<file path="config.mk">
export PLATFORM = sky130hd
export DESIGN_NAME = demux1xn_slots_flat
export DESIGN_NICKNAME = d
export VERILOG_FILES = /design/src/rtl/demux1xn_slots_if.sv /design/src/rtl/demux1xn_slots.sv /design/src/flat_wrapper.sv
export SDC_FILE = /design/constraint.sdc
export NUM_CORES = 1
export LEC_CHECK = 0
export BUFFER_PORTS_ARGS = -buffer_cell sky130_fd_sc_hd__buf_2
export CORE_UTILIZATION = 50
export CTS_CLUSTER_DIAMETER = 100
export DETAILED_ROUTE_END_ITERATION = 10
export PLACE_DENSITY = 0.87
export SLEW_MARGIN = 5
export SYNTH_ARGS = -nofsm -noshare
export SYNTH_HDL_FRONTEND = slang
export SYNTH_SLANG_ARGS = --single-unit
</file>
<file path="constraint.sdc">
create_clock -name clk_4f -period 1.3 [get_ports clk_4f]
set_clock_uncertainty 0.1 [all_clocks]
set_input_delay 0.26 -clock clk_4f [delete_from_list [all_inputs] [get_ports clk_4f]]
set_output_delay 0.26 -clock clk_4f [all_outputs]
set_load 0.02 [all_outputs]
</file>
<file path="src/rtl/demux1xn_slots_if.sv">
// ---------------------------------------------------------------------------
// demux1xn_slots_if
//   Bundles the serial input side and the parallel lane output side of
//   demux1xn_slots. Clock and reset stay outside the interface.
//
//   Parameters:
//     DATA_W : width of one data word
//     LANES  : number of parallel output lanes (>= 2)
//
//   Signals:
//     data_in      [DATA_W]        serial input word
//     valid_in     [1]             qualifies data_in
//     sync         [1]             restart the frame with the current word in lane 0
//     data_out     [LANES*DATA_W]  lane k at bits [k*DATA_W +: DATA_W]
//     valid_out    [LANES]         valid bit per lane
//     frame_strobe [1]             one-cycle pulse when the lanes update
//     lane_idx     [IDX_W]         lane the current input word will be written to
//
//   Modports:
//     master : the stream source / lane consumer (drives the inputs)
//     slave  : the demux itself (drives the outputs)
// ---------------------------------------------------------------------------
interface demux1xn_slots_if #(
    parameter int DATA_W = 8,
    parameter int LANES  = 2
);
    localparam int IDX_W = $clog2(LANES);

    logic [DATA_W-1:0]       data_in;
    logic                    valid_in;
    logic                    sync;
    logic [LANES*DATA_W-1:0] data_out;
    logic [LANES-1:0]        valid_out;
    logic                    frame_strobe;
    logic [IDX_W-1:0]        lane_idx;

    modport master (
        output data_in,
        output valid_in,
        output sync,
        input  data_out,
        input  valid_out,
        input  frame_strobe,
        input  lane_idx
    );

    modport slave (
        input  data_in,
        input  valid_in,
        input  sync,
        output data_out,
        output valid_out,
        output frame_strobe,
        output lane_idx
    );
endinterface

</file>
<file path="src/rtl/demux1xn_slots.sv">
// ---------------------------------------------------------------------------
// demux1xn_slots
//   Serial-to-parallel demux. A stream of DATA_W-bit words (each with a
//   valid bit) is gathered into frames of LANES words; once per frame all
//   lanes are presented together on data_out/valid_out and frame_strobe
//   pulses for one cycle. Outputs then hold until the next frame.
//
//   Slot mode (PACKED=0): every cycle is a slot, valid or not.
//   Packed mode (PACKED=1): only valid words consume a lane; idle cycles
//   inside a frame are ignored.
//   sync restarts the frame with the current word in lane 0.
//
//   Ports:
//     clk_4f : input-rate clock, all logic on the rising edge
//     reset  : synchronous, active-high reset (wins over sync and valid_in)
//     bus    : demux1xn_slots_if.slave, see the interface for signal list
// ---------------------------------------------------------------------------
module demux1xn_slots #(
    parameter int DATA_W = 8,
    parameter int LANES  = 2,
    parameter int PACKED = 0
) (
    input  logic                  clk_4f,
    input  logic                  reset,
    demux1xn_slots_if.slave       bus
);
    localparam int               IDX_W    = $clog2(LANES);
    localparam logic [IDX_W-1:0] LAST_IDX = IDX_W'(LANES - 1);
    localparam bit               PACKED_MODE = (PACKED != 32'sd0);

    // A single lane cannot form a frame; reject it at elaboration.
    generate
        if (LANES < 2) begin : g_lanes_check
            $error("demux1xn_slots: LANES must be at least 2");
        end
    endgenerate

    // Lane index of the word currently on data_in.
    logic [IDX_W-1:0]             lane_idx_r;
    logic [IDX_W-1:0]             lane_idx_s;

    // Capture buffer. Only lanes 0..LANES-2 need storage: the word in the
    // last lane is routed straight into the output registers.
    logic [LANES-2:0][DATA_W-1:0] buf_data_r;
    logic [LANES-2:0][DATA_W-1:0] buf_data_s;
    logic [LANES-2:0]             buf_valid_r;
    logic [LANES-2:0]             buf_valid_s;

    // Output registers, packed so that lane k lands on [k*DATA_W +: DATA_W].
    logic [LANES-1:0][DATA_W-1:0] data_out_r;
    logic [LANES-1:0][DATA_W-1:0] data_out_s;
    logic [LANES-1:0]             valid_out_r;
    logic [LANES-1:0]             valid_out_s;
    logic                         frame_strobe_r;
    logic                         frame_strobe_s;

    // High when the current cycle occupies a lane.
    logic                         take_s;

    // Next-state logic: buffer fill, lane index, frame completion, sync.
    always_comb begin
        lane_idx_s     = lane_idx_r;
        buf_data_s     = buf_data_r;
        buf_valid_s    = buf_valid_r;
        data_out_s     = data_out_r;
        valid_out_s    = valid_out_r;
        frame_strobe_s = 1'b0;

        if (PACKED_MODE) begin
            take_s = bus.valid_in;
        end else begin
            take_s = 1'b1;
        end

        if (bus.sync) begin
            // Restart the frame; outputs are left untouched and no strobe
            // is produced even if the old frame was one word from done.
            if (take_s) begin
                buf_data_s[0]  = bus.data_in;
                buf_valid_s[0] = bus.valid_in;
                lane_idx_s     = IDX_W'(1);
            end else begin
                lane_idx_s     = '0;
            end
        end else if (take_s) begin
            if (lane_idx_r == LAST_IDX) begin
                // Frame complete: stored lanes plus the current word.
                data_out_s     = {bus.data_in, buf_data_r};
                valid_out_s    = {bus.valid_in, buf_valid_r};
                frame_strobe_s = 1'b1;
                lane_idx_s     = '0;
            end else begin
                for (int k = 0; k < LANES - 1; k++) begin
                    if (lane_idx_r == IDX_W'(k)) begin
                        buf_data_s[k]  = bus.data_in;
                        buf_valid_s[k] = bus.valid_in;
                    end else begin
                        buf_data_s[k]  = buf_data_r[k];
                        buf_valid_s[k] = buf_valid_r[k];
                    end
                end
                lane_idx_s = lane_idx_r + IDX_W'(1);
            end
        end else begin
            // Packed-mode idle cycle: nothing moves.
            lane_idx_s = lane_idx_r;
        end
    end

    // State and output registers with synchronous reset.
    always_ff @(posedge clk_4f) begin
        if (reset) begin
            lane_idx_r     <= '0;
            buf_data_r     <= '0;
            buf_valid_r    <= '0;
            data_out_r     <= '0;
            valid_out_r    <= '0;
            frame_strobe_r <= 1'b0;
        end else begin
            lane_idx_r     <= lane_idx_s;
            buf_data_r     <= buf_data_s;
            buf_valid_r    <= buf_valid_s;
            data_out_r     <= data_out_s;
            valid_out_r    <= valid_out_s;
            frame_strobe_r <= frame_strobe_s;
        end
    end

    assign bus.data_out     = data_out_r;
    assign bus.valid_out    = valid_out_r;
    assign bus.frame_strobe = frame_strobe_r;
    assign bus.lane_idx     = lane_idx_r;

endmodule
</file>
<file path="src/flat_wrapper.sv">
// flat-port wrapper written by rule: the top's interface ports become plain ports
module demux1xn_slots_flat 
#(
    parameter int DATA_W = 8,
    parameter int LANES  = 2,
    parameter int PACKED = 0
)
  (clk_4f, reset, bus_data_in, bus_valid_in, bus_sync, bus_data_out, bus_valid_out, bus_frame_strobe, bus_lane_idx);
  demux1xn_slots_if #(.DATA_W(DATA_W), .LANES(LANES)) bus_i ();
  input  logic clk_4f;
  input  logic reset;
  input wire logic [$bits(bus_i.data_in)-1:0] bus_data_in;
  input wire logic [$bits(bus_i.valid_in)-1:0] bus_valid_in;
  input wire logic [$bits(bus_i.sync)-1:0] bus_sync;
  output wire logic [$bits(bus_i.data_out)-1:0] bus_data_out;
  output wire logic [$bits(bus_i.valid_out)-1:0] bus_valid_out;
  output wire logic [$bits(bus_i.frame_strobe)-1:0] bus_frame_strobe;
  output wire logic [$bits(bus_i.lane_idx)-1:0] bus_lane_idx;
  assign bus_i.data_in = bus_data_in;
  assign bus_i.valid_in = bus_valid_in;
  assign bus_i.sync = bus_sync;
  assign bus_data_out = bus_i.data_out;
  assign bus_valid_out = bus_i.valid_out;
  assign bus_frame_strobe = bus_i.frame_strobe;
  assign bus_lane_idx = bus_i.lane_idx;
  demux1xn_slots #(.DATA_W(DATA_W), .LANES(LANES), .PACKED(PACKED)) u_core (.clk_4f(clk_4f), .reset(reset), .bus(bus_i));
endmodule
</file>
Word-level counts from Yosys, hierarchy flattened
Cells that the tools add are included.

storage, ports and cells
  output and inout bits = 20
  bits of input ports = 12
  word-level logic and storage cells = 19
  bits in registers = 29

cells by class
  reduce and logical (&&, ||, !) cells = 2
  equal/unequal tests = 1
  add/sub/neg operators = 1
  bitwise operators = 1
  multiplexer cells = 7

operators by type and width
  cell                   number
  $mux W8                2
  $mux W1                5
  $ne A2 B2 Y1 const B   1
  $reduce_and A2 Y1      1
  $reduce_or A2 Y1       1
  $add A1 B1 Y1 const B  1
  $not A1 Y1             1

Logic depth before layout (Yosys ltp)
Gate-level depths: netlist (run 1).

  depth after elaboration = 3
  gate-level depth with buffers = 4
  depth with buffers taken out = 2

Least setup slack after synthesis (run 1)
No wires, ideal clock.

  path kind = reg2reg
  start point = register u_core.lane_idx_r, in the netlist u_core.bus.lane_idx
  end point = register u_core.data_out_r (netlist bit u_core.bus.data_out[9])
  clock period less this slack = 1.186 ns
  stages on the path, launching flop included = 5
  path buffers = 2
  setup time = 0.072 ns
  arrival time = 1.014 ns
  path slack = 0.114 ns
  data required time = 1.128 ns
  cell sequence = dfxtp_1 -> nor2b_1 -> buf_6 -> buf_6 -> mux2i_1

on the way
  word-level cells in the longest chain between the ends = 1

RTL lines
  what                         RTL line               source
  start: declaration           demux1xn_slots.sv:39   logic [IDX_W-1:0] lane_idx_r;
  start signal: assignment     demux1xn_slots.sv:120  lane_idx_r <= lane_idx_s;
  $reduce_and A2 Y1 (no line)  n/a
  end signal: assignment       demux1xn_slots.sv:123  data_out_r <= data_out_s;
  end: declaration             demux1xn_slots.sv:50   logic [LANES-1:0][DATA_W-1:0] data_out_r;

No other way between the ends.
A chain may end at the register's enable or synchronous reset.

Worst setup path after layout (run 1)
  start point = register u_core.lane_idx_r, in the netlist u_core.bus.lane_idx
  end point = output port bus_lane_idx

RTL lines
  what              RTL line            source
  end: declaration  flat_wrapper.sv:18  output wire logic [$bits(bus_i.lane_idx)-1:0] bus_lane_idx;

No word-level cell between the ends.

==> results of run 1 <==
-- worst paths after layout --
path                                from                      to  slack [ns]
hold reg to reg   u_core.bus.data_out[2]  u_core.bus.data_out[2]        0.36
setup reg to reg     u_core.bus.lane_idx  u_core.bus.data_out[9]        0.17
hold / removal            bus_data_in[7]    u_core.buf_data_r[7]        0.11
setup / recovery     u_core.bus.lane_idx            bus_lane_idx        0.09
-- power breakdown --
part           switching [mW]  internal [mW]
combinational           0.105         0.0899
sequential             0.0184          0.932
clock                   0.283          0.255
total                   0.406           1.28
-- synth_stat cells --
cell,instances
buf_2,2
nor2_1,2
buf_6,5
nand2b_1,27
nor2b_1,1
buf_4,1
o21ai_1,18
mux2i_1,9
clkbuf_1,2
dfxtp_1,29
nand4bb_1,9
nand2b_4,1
-- metrics by stage --
stage	hold WS, ns	cell area [µm²]	worst slack [ns]	cells	power (mW)
after floorplan	0.327	1140	0.114	106	1.11
after global placement	0.356	1290	0.199	158	1.16
after detailed placement	0.351	1290	0.112	158	1.17
after CTS	0.103	1350	0.0387	165	1.70
after global routing	0.110	1350	0.0543	165	1.76
final	0.106	1350	0.0947	165	1.68
-- registers in the layout, indices dropped and copies added, names as in the netlist --
| register | flops |
|---|---|
| u_core.buf_valid_r | 1 |
| u_core.bus.lane_idx | 1 |
| u_core.bus.valid_out | 2 |
| u_core.buf_data_r | 8 |
| u_core.bus.frame_strobe | 1 |
| u_core.bus.data_out | 16 |
-- final cells by class --
cell class                      instances  area (µm²)  area share, %
Sequential cell                        29         582           43.2
Multi-Input combinational cell         67         478           35.5
Timing Repair Buffer                   35         198           14.7
Clock buffer                            7        55.1           4.09
Tap cell                               27        33.8           2.51
-- cell usage in the layout, fill, tap and decap left out --
cell,n
buf_2,31
dfxtp_1,28
buf_12,1
clkbuf_1,1
clkbuf_8,1
nand2b_1,27
o21ai_1,18
dfxtp_2,1
nand4bb_1,9
nor2_1,2
nor2b_1,1
buf_4,3
nand2b_4,1
mux2i_1,9
clkbuf_4,5
-- what timing repair did --
item,CTS,global route
endpoints found under the setup margin,0,1
gates resized for setup,0,1
setup buffers,0,0
-- logic make-up after synthesis --
logic type | count (synthesis)
mux | 9
buf+inv | 10
simple gates | 40
compound gates | 18
flops | 29
-- per-layer routing --
metal	GRT usage [%]	routed length, µm	part of all wire, %	vias up
met4	12.9	39	2.0	0
met3	5.56	83	4.3	6
li1	-	-	-	423
met2	25.9	853	44	23
met1	22.3	956	49	373
met5	0	0	0	-
==> metrics, run 1 <==
CP delay by family, top flip-flops; largest net degree at the start of global routing 39; via count 825; Cell Chain, Critical Path buf_2; sequential fraction of the synthesis area 50.9%; CP endpoint kind primary output; Hold Buf Count CTS 0; CTS tree done; Synth Area in Adders 0%; Syn Std Cell Area 1140 µm²; Die X 49.7 µm; initial core utilization 55.8%; Hold Fails Final Rpt 0; Synth area leader dfxtp_1; area grow syn2layout 18.1%; VDD IR max 0.779 mV; GP Congestion 0.697; FMAX 0.830 GHz; 1st-pass router iterations 4; diode count 0; top cells by area, synth dfxtp_1 (51%), nand2b_1 (15%), nand4bb_1 (8.9%); DR iter-0 viols 8; Vias/cell 5.00; vias in the first global route 743; worst path required time 0.94 ns; DRC viols 0; Worst-Skew Late Latency 0.32 ns; Clk Tree Root Cell clkbuf_4; Mapped Nets 118; relative slew slack 90.0%; wire per inst 11.7 µm; area share of the largest cell type after synthesis 50.9%; Synth Area in Compound Gates 7.90%; antenna viol nets, final 0; CTS Buf Count 5; Ports 32; RSZ-0062 raised after global routing false; Fillers 181; Synth Warn # 0; initial antenna violation count 0; Power Dens Cells 1250 nW/µm²; first-pass GRT wire length 3230 µm; multiplexer share of the synthesized area 7.90%; critical path depth 1; drt total wl 1930 µm; dpl hpwl 1360 µm; num rows 16; WHS Path Cells 3; Post-Syn Instances 106; CP Launch Type flop; chip height 49.7 µm; global route overflow 0; Critical path buffers and inverters 1; Final setup viols 0; Slew Limit Fails 0; Reg clk slew, reported paths 0.08 ns; Avg Inst Size Synth 10.8 µm²; CP max FO 5; Worst R2R Path Depth 3; Crit-path slowest cell dfxtp_2; number of synthesized register bits 29; Post-Synth Simple-Gate Area 26.1%; DIE AREA 2470 µm²; Post-Synth XOR/XNOR Area 0%; CP peak stage delay 0.36 ns; clock buffer depth 2; max_cap viols 0; share of cells above drive strength 1 31.2%; Setup CP Type reg -> out; All-Layer GR Usage 17.9%; nets 150; Data arrival, critical path 0.85 ns; path type of the worst min-delay path in -> reg; Unique masters post-synth 12; setup TNS 0 ns; CTS Sinks 29; status finished clean; leakage 0.610 nW; Final Core Density 65.9%; largest family of logic cells by synthesized area simple AND/OR/NAND/NOR gates; H-tree levels 2; Tightest Pin Transition 0.146 ns; CORE AREA 2040 µm²; minimum clock period 1.21 ns; Period Utilization, post-route 92.7%; Port Buffer Count 31
Power figures use the tool's default switching activity.
==> run 2: changes to the inputs <==
==> constraint.sdc (replaced) <==
create_clock -name clk_4f -period 1.3 [get_ports clk_4f]
set_clock_uncertainty 0.1 [all_clocks]
set_input_delay 0.065 -clock clk_4f [delete_from_list [all_inputs] [get_ports clk_4f]]
set_output_delay 0.065 -clock clk_4f [all_outputs]
set_load 0.02 [all_outputs]
==> metrics, run 2 (same netlist as run 1, synthesis figures left out) <==
fin area 1450 µm² (+7.9%); Cell Chain, Critical Path buf_4 -> buf_2; CTS Sinks 29 (unchanged); antenna viol nets, final 0 (unchanged); DRC viols 0 (unchanged); CP peak stage delay 0.35 ns (about the same); Reg clk slew, reported paths 0.09 ns (about the same); status finished clean; CP max FO 11 (+6); RSZ-0062 raised after global routing false; nets 159 (+6.0%); Data arrival, critical path 1.06 ns (+0.21 ns); Port Buffer Count 31 (unchanged); FF-to-FF setup slack 0.12 ns (-0.05 ns); path type of the worst min-delay path in -> reg; vias in the first global route 887 (+19%); VDD IR max 0.821 mV (+5.4%); diode count 0 (unchanged); Final setup viols 0 (unchanged); R2R Path End u_core.bus.data_out[9]; All-Layer GR Usage 22.3% (+4.4 points); hold_sp reset; chip height 49.7 µm (unchanged); DIE AREA 2470 µm² (unchanged); global route overflow 0 (unchanged); placed inst area 1280 µm² (-0.97%); Worst R2R Path Depth 3 (unchanged); Slew Limit Fails 0 (unchanged); setup TNS 0 ns (unchanged); max_cap viols 0 (unchanged); H-tree levels 2 (unchanged); Min Hold Slack 0.0687 ns (-0.0373 ns); Die X 49.7 µm (unchanged); cts repair resizes 0 (unchanged); Top Layer Used met4; area grow syn2layout 27.4%; Final Core Density 71.1% (+5.2 points); Worst-Skew Late Latency 0.33 ns (about the same); Period Utilization, post-route 94.3% (+1.6 points); switching pwr 0.442 mW (+8.9%); initial antenna violation count 0 (unchanged); DR iter-0 viols 7 (-1); CP delay by family, top buffers and inverters; CTS tree done; first-pass GRT wire length 4040 µm (+25%); WL met1 1080 µm (+13%); Tightest Pin Transition 0.450 ns (+0.304 ns); num rows 16 (unchanged); routed wl met2 1180 µm (+38%); Critical path buffers and inverters 2 (+1); Setup CP Type reg -> out; CTS Buf Count 5 (unchanged); minimum clock period 1.23 ns (+0.0202 ns); Vias/cell 5.03 (+0.57%); Hold Fails Final Rpt 0 (unchanged); largest net degree at the start of global routing 39 (unchanged); drt total wl 2420 µm (+25%); Ports 32 (unchanged); GP Congestion 0.695 (-0.23%); via count 880 (+6.7%); Hold Buf Count CTS 9 (+9); Hold EP u_core.bus.lane_idx; max FFs per register 16 (unchanged); FMAX 0.816 GHz (-1.6%); Reg power frac 49.1% (-7.4 points); WL met3 116 µm (+40%); commonest non-fill, non-tap cells in the layout buf_2 (31), dfxtp_1 (29), nand2b_1 (27), o21ai_1 (18); worst path required time 1.13 ns (+0.19 ns); leakage 0.657 nW (+7.8%); wire per inst 13.8 µm (+18%); Switching Share 22.8% (-1.3 points); commonest non-fill, non-tap cell in the layout buf_2; dpl hpwl 1440 µm (+5.6%); cell-internal power 1.49 mW (+17%); Crit-path slowest cell dfxtp_1; CP Launch Type flop; CORE AREA 2040 µm² (unchanged); Power Dens Cells 1330 nW/µm² (+6.6%); CP endpoint kind primary output; FF-to-FF Start u_core.bus.lane_idx; initial core utilization 55.8% (unchanged); Combinational Power Share 11.3% (-0.3 points); Clk network pwr share 39.6% (+7.6 points); Setup Buffers After CTS 0 (unchanged); clock buffer depth 2 (unchanged); WHS Path Cells 2 (-1); share of cells above drive strength 1 29.1% (-2.1 points); relative slew slack 70.0% (-20 points); Clk Tree Root Cell clkbuf_4; 1st-pass router iterations 4 (unchanged)
run 2: through the flow:
stage,worst slack (ns),cells,total power [mW]
after floorplan,0.114,106,1.11
after global placement,0.288,158,1.15
after detailed placement,0.232,158,1.16
after CTS,0.0695,175,1.93
after global routing,0.0373,175,1.99
final,0.0745,175,1.94
run 2: area by class of cell:
type                            instances  area, µm²
Sequential cell                        29        581
Clock buffer                            7       55.1
Fill cell                             149        589
Tap cell                               27       33.8
Multi-Input combinational cell         67        478
Clock inverter                          1       30.0
Timing Repair Buffer                   44        275
run 2: power by group through the flow:
stage | sequential (mW) | combinational, mW | clock, mW
2_1_floorplan | 0.999 | 0.115 | 0
3_3_place_gp | 0.967 | 0.188 | 0
3_5_place_dp | 0.969 | 0.195 | 0
4_1_cts | 0.949 | 0.218 | 0.768
5_1_grt | 0.955 | 0.236 | 0.799
6_report | 0.950 | 0.219 | 0.768
run 2: worst max-delay path by stage:
stage	endpoint	from	cells after the start
finish	bus_lane_idx	u_core.bus.lane_idx	2
global route	bus_lane_idx	u_core.bus.lane_idx	2
CTS	bus_lane_idx	u_core.bus.lane_idx	2
detailed placement	u_core.bus.data_out[9]	u_core.bus.lane_idx	3
global placement	u_core.bus.data_out[9]	u_core.bus.lane_idx	3
floorplan	u_core.bus.data_out[9]	u_core.bus.lane_idx	4
run 2: routing by layer:
| layer | GRT usage (%) | vias up |
|---|---|---|
| met3 | 5.86 | 8 |
| li1 | - | 440 |
| met4 | 8.57 | 0 |
| met5 | 0 | - |
| met1 | 26.4 | 404 |
| met2 | 38.1 | 28 |
run 2: worst register-to-register path, stage by stage (launching register included):
cell and delay [ns]:
dfxtp_1 0.35, nor2b_1 0.27, buf_4 0.22, mux2i_1 0.18
==> run 3: changes to the inputs <==
CELL_PAD_IN_SITES_DETAIL_PLACEMENT = 0   (was default)
CELL_PAD_IN_SITES_GLOBAL_PLACEMENT = 1   (was default)
CORE_UTILIZATION = 38   (was 50)
PLACE_DENSITY = 0.86   (was 0.87)
==> metrics, run 3 (same netlist as run 1, synthesis figures left out) <==
status finished, violations left; violated checks DRC; GR Util met1 17.6% (-8.7 points); CP max FO 11 (unchanged); Hold Fails Final Rpt 0 (unchanged); drt total wl 2200 µm (-9.2%); Fillers 259 (+74%); DR iter-0 viols 6 (-1); worst path required time 1.13 ns (about the same); minimum clock period 1.18 ns (-0.0445 ns); share of cells above drive strength 1 29.3% (+0.20 points); CP Launch Type flop; Crit-path slowest cell dfxtp_1; GRT met2 Usage 25.9% (-12 points); commonest non-fill, non-tap cells in the layout buf_2 (31), dfxtp_1 (29), nand2b_1 (27), o21ai_1 (18); wire per inst 12.4 µm (-11%); area grow syn2layout 25.9%; chip height 56.8 µm (+14%); Layout Cells excl Fill 178 (+1.7%); critical path depth 2 (unchanged); Vias/cell 4.81 (-4.4%); WHS Path Cells 2 (unchanged); antenna viol nets, final 0 (unchanged); Reg clk slew, reported paths 0.09 ns (about the same); Slew Limit Fails 0 (unchanged); first-pass GRT wire length 3800 µm (-6.0%); Critical path buffers and inverters 2 (unchanged); largest net degree at the start of global routing 39 (unchanged); path type of the worst min-delay path in -> reg; clock buffer depth 2 (unchanged); Power Dens Cells 1240 nW/µm² (-7.0%); CTS Buf Count 5 (unchanged); CP delay by family, top buffers and inverters; max_cap viols 0 (unchanged); CORE AREA 2810 µm² (+37%); CP peak stage delay 0.33 ns (-0.02 ns); Setup CP Type reg -> out; Ports 32 (unchanged); dpl hpwl 1440 µm (+0.31%); setup TNS 0 ns (unchanged); global route overflow 0 (unchanged); VDD IR max 0.764 mV (-7.0%); num rows 19 (+3); max FFs per register 16 (unchanged); leakage 0.648 nW (-1.4%); GP Congestion 0.630 (-9.3%); Placed Instances 161 (+1.9%); Final Core Density 51.2% (-20 points); Die X 56.8 µm (+14%); CTS tree done; via count 856 (-2.7%); FMAX 0.847 GHz (+3.8%); 1st-pass router iterations 7 (+3); DRC viols 2 (+2); RSZ-0062 raised after global routing false; relative slew slack 70.6% (+0.60 points); initial core utilization 40.6% (-15 points); Setup Buffers After CTS 0 (unchanged); initial antenna violation count 0 (unchanged); Data arrival, critical path 1.02 ns (-0.04 ns); Worst R2R Path Depth 3 (unchanged); H-tree levels 2 (unchanged); Period Utilization, post-route 90.8% (-3.4 points); Cell Chain, Critical Path buf_4 -> buf_2; Port Buffer Count 31 (unchanged); diode count 0 (unchanged); DIE AREA 3220 µm² (+30%); vias in the first global route 852 (-3.9%); All-Layer GR Usage 15.8% (-6.5 points); CP endpoint kind primary output; Final setup viols 0 (unchanged); grt met3 use 6.22% (+0.36 points); Clk Tree Root Cell clkbuf_4; commonest non-fill, non-tap cell in the layout buf_2; GR peak layer met2; nets 158 (-0.63%); CTS Sinks 29 (unchanged); Tightest Pin Transition 0.441 ns (-0.00895 ns); Worst-Skew Late Latency 0.33 ns (about the same)
-- run 3: changes by cell type in the layout (fill, tap and decap cells not counted) --
cell,previous run,this run
clkbuf_1,1,0
clkbuf_8,1,2
buf_4,4,3
bufinv_16,1,0
clkinv_2,0,1
-- run 3: area by class of cell --
cell class / instances / area, µm² / share of cell area (%)
Clock buffer: 7 / 65.1 / 4.53
Clock inverter: 1 / 5.00 / 0.349
Multi-Input combinational cell: 67 / 478 / 33.3
Timing Repair Buffer: 43 / 268 / 18.7
Sequential cell: 29 / 581 / 40.5
Tap cell: 31 / 38.8 / 2.70
-- run 3: path summary, 6_finish.rpt --
path	from	end	slack (ns)
hold reg to reg	u_core.bus.data_out[5]	u_core.bus.data_out[5]	0.37
hold / removal	reset	u_core.bus.frame_strobe	0.07
setup / recovery	u_core.bus.lane_idx	bus_lane_idx	0.12
setup reg to reg	u_core.bus.lane_idx	u_core.bus.valid_out[1]	0.21
-- run 3: through the flow --
| stage | total power, mW | instance area, µm² | hold WS, ns | setup slack (ns) |
|---|---|---|---|---|
| global route | 1.86 | 1440 | 0.104 | 0.0629 |
| global placement | 1.15 | 1270 | 0.244 | 0.295 |
| CTS | 1.80 | 1440 | 0.0680 | 0.107 |
| floorplan | 1.11 | 1140 | 0.132 | 0.114 |
| detailed placement | 1.16 | 1270 | 0.256 | 0.212 |
| finish | 1.78 | 1440 | 0.0700 | 0.119 |
-- run 3: per-layer routing --
metal,vias to the layer above,wire length [µm]
met5,-,0
met4,0,24
met3,3,122
met2,20,1090
met1,396,964
li1,437,-
-- run 3: power breakdown --
part	internal, mW	switching (mW)	total [mW]
sequential	0.932	0.0168	0.949
combinational	0.102	0.110	0.211
clock	0.313	0.306	0.618
-- run 3: what timing repair did --
| action | 4_1_cts | 5_1_grt |
|---|---|---|
| hold endpoints to repair | 18 | 0 |
| hold buffers | 9 | 0 |
| gates resized for setup | 0 | 0 |
| setup endpoints to repair | 0 | 0 |
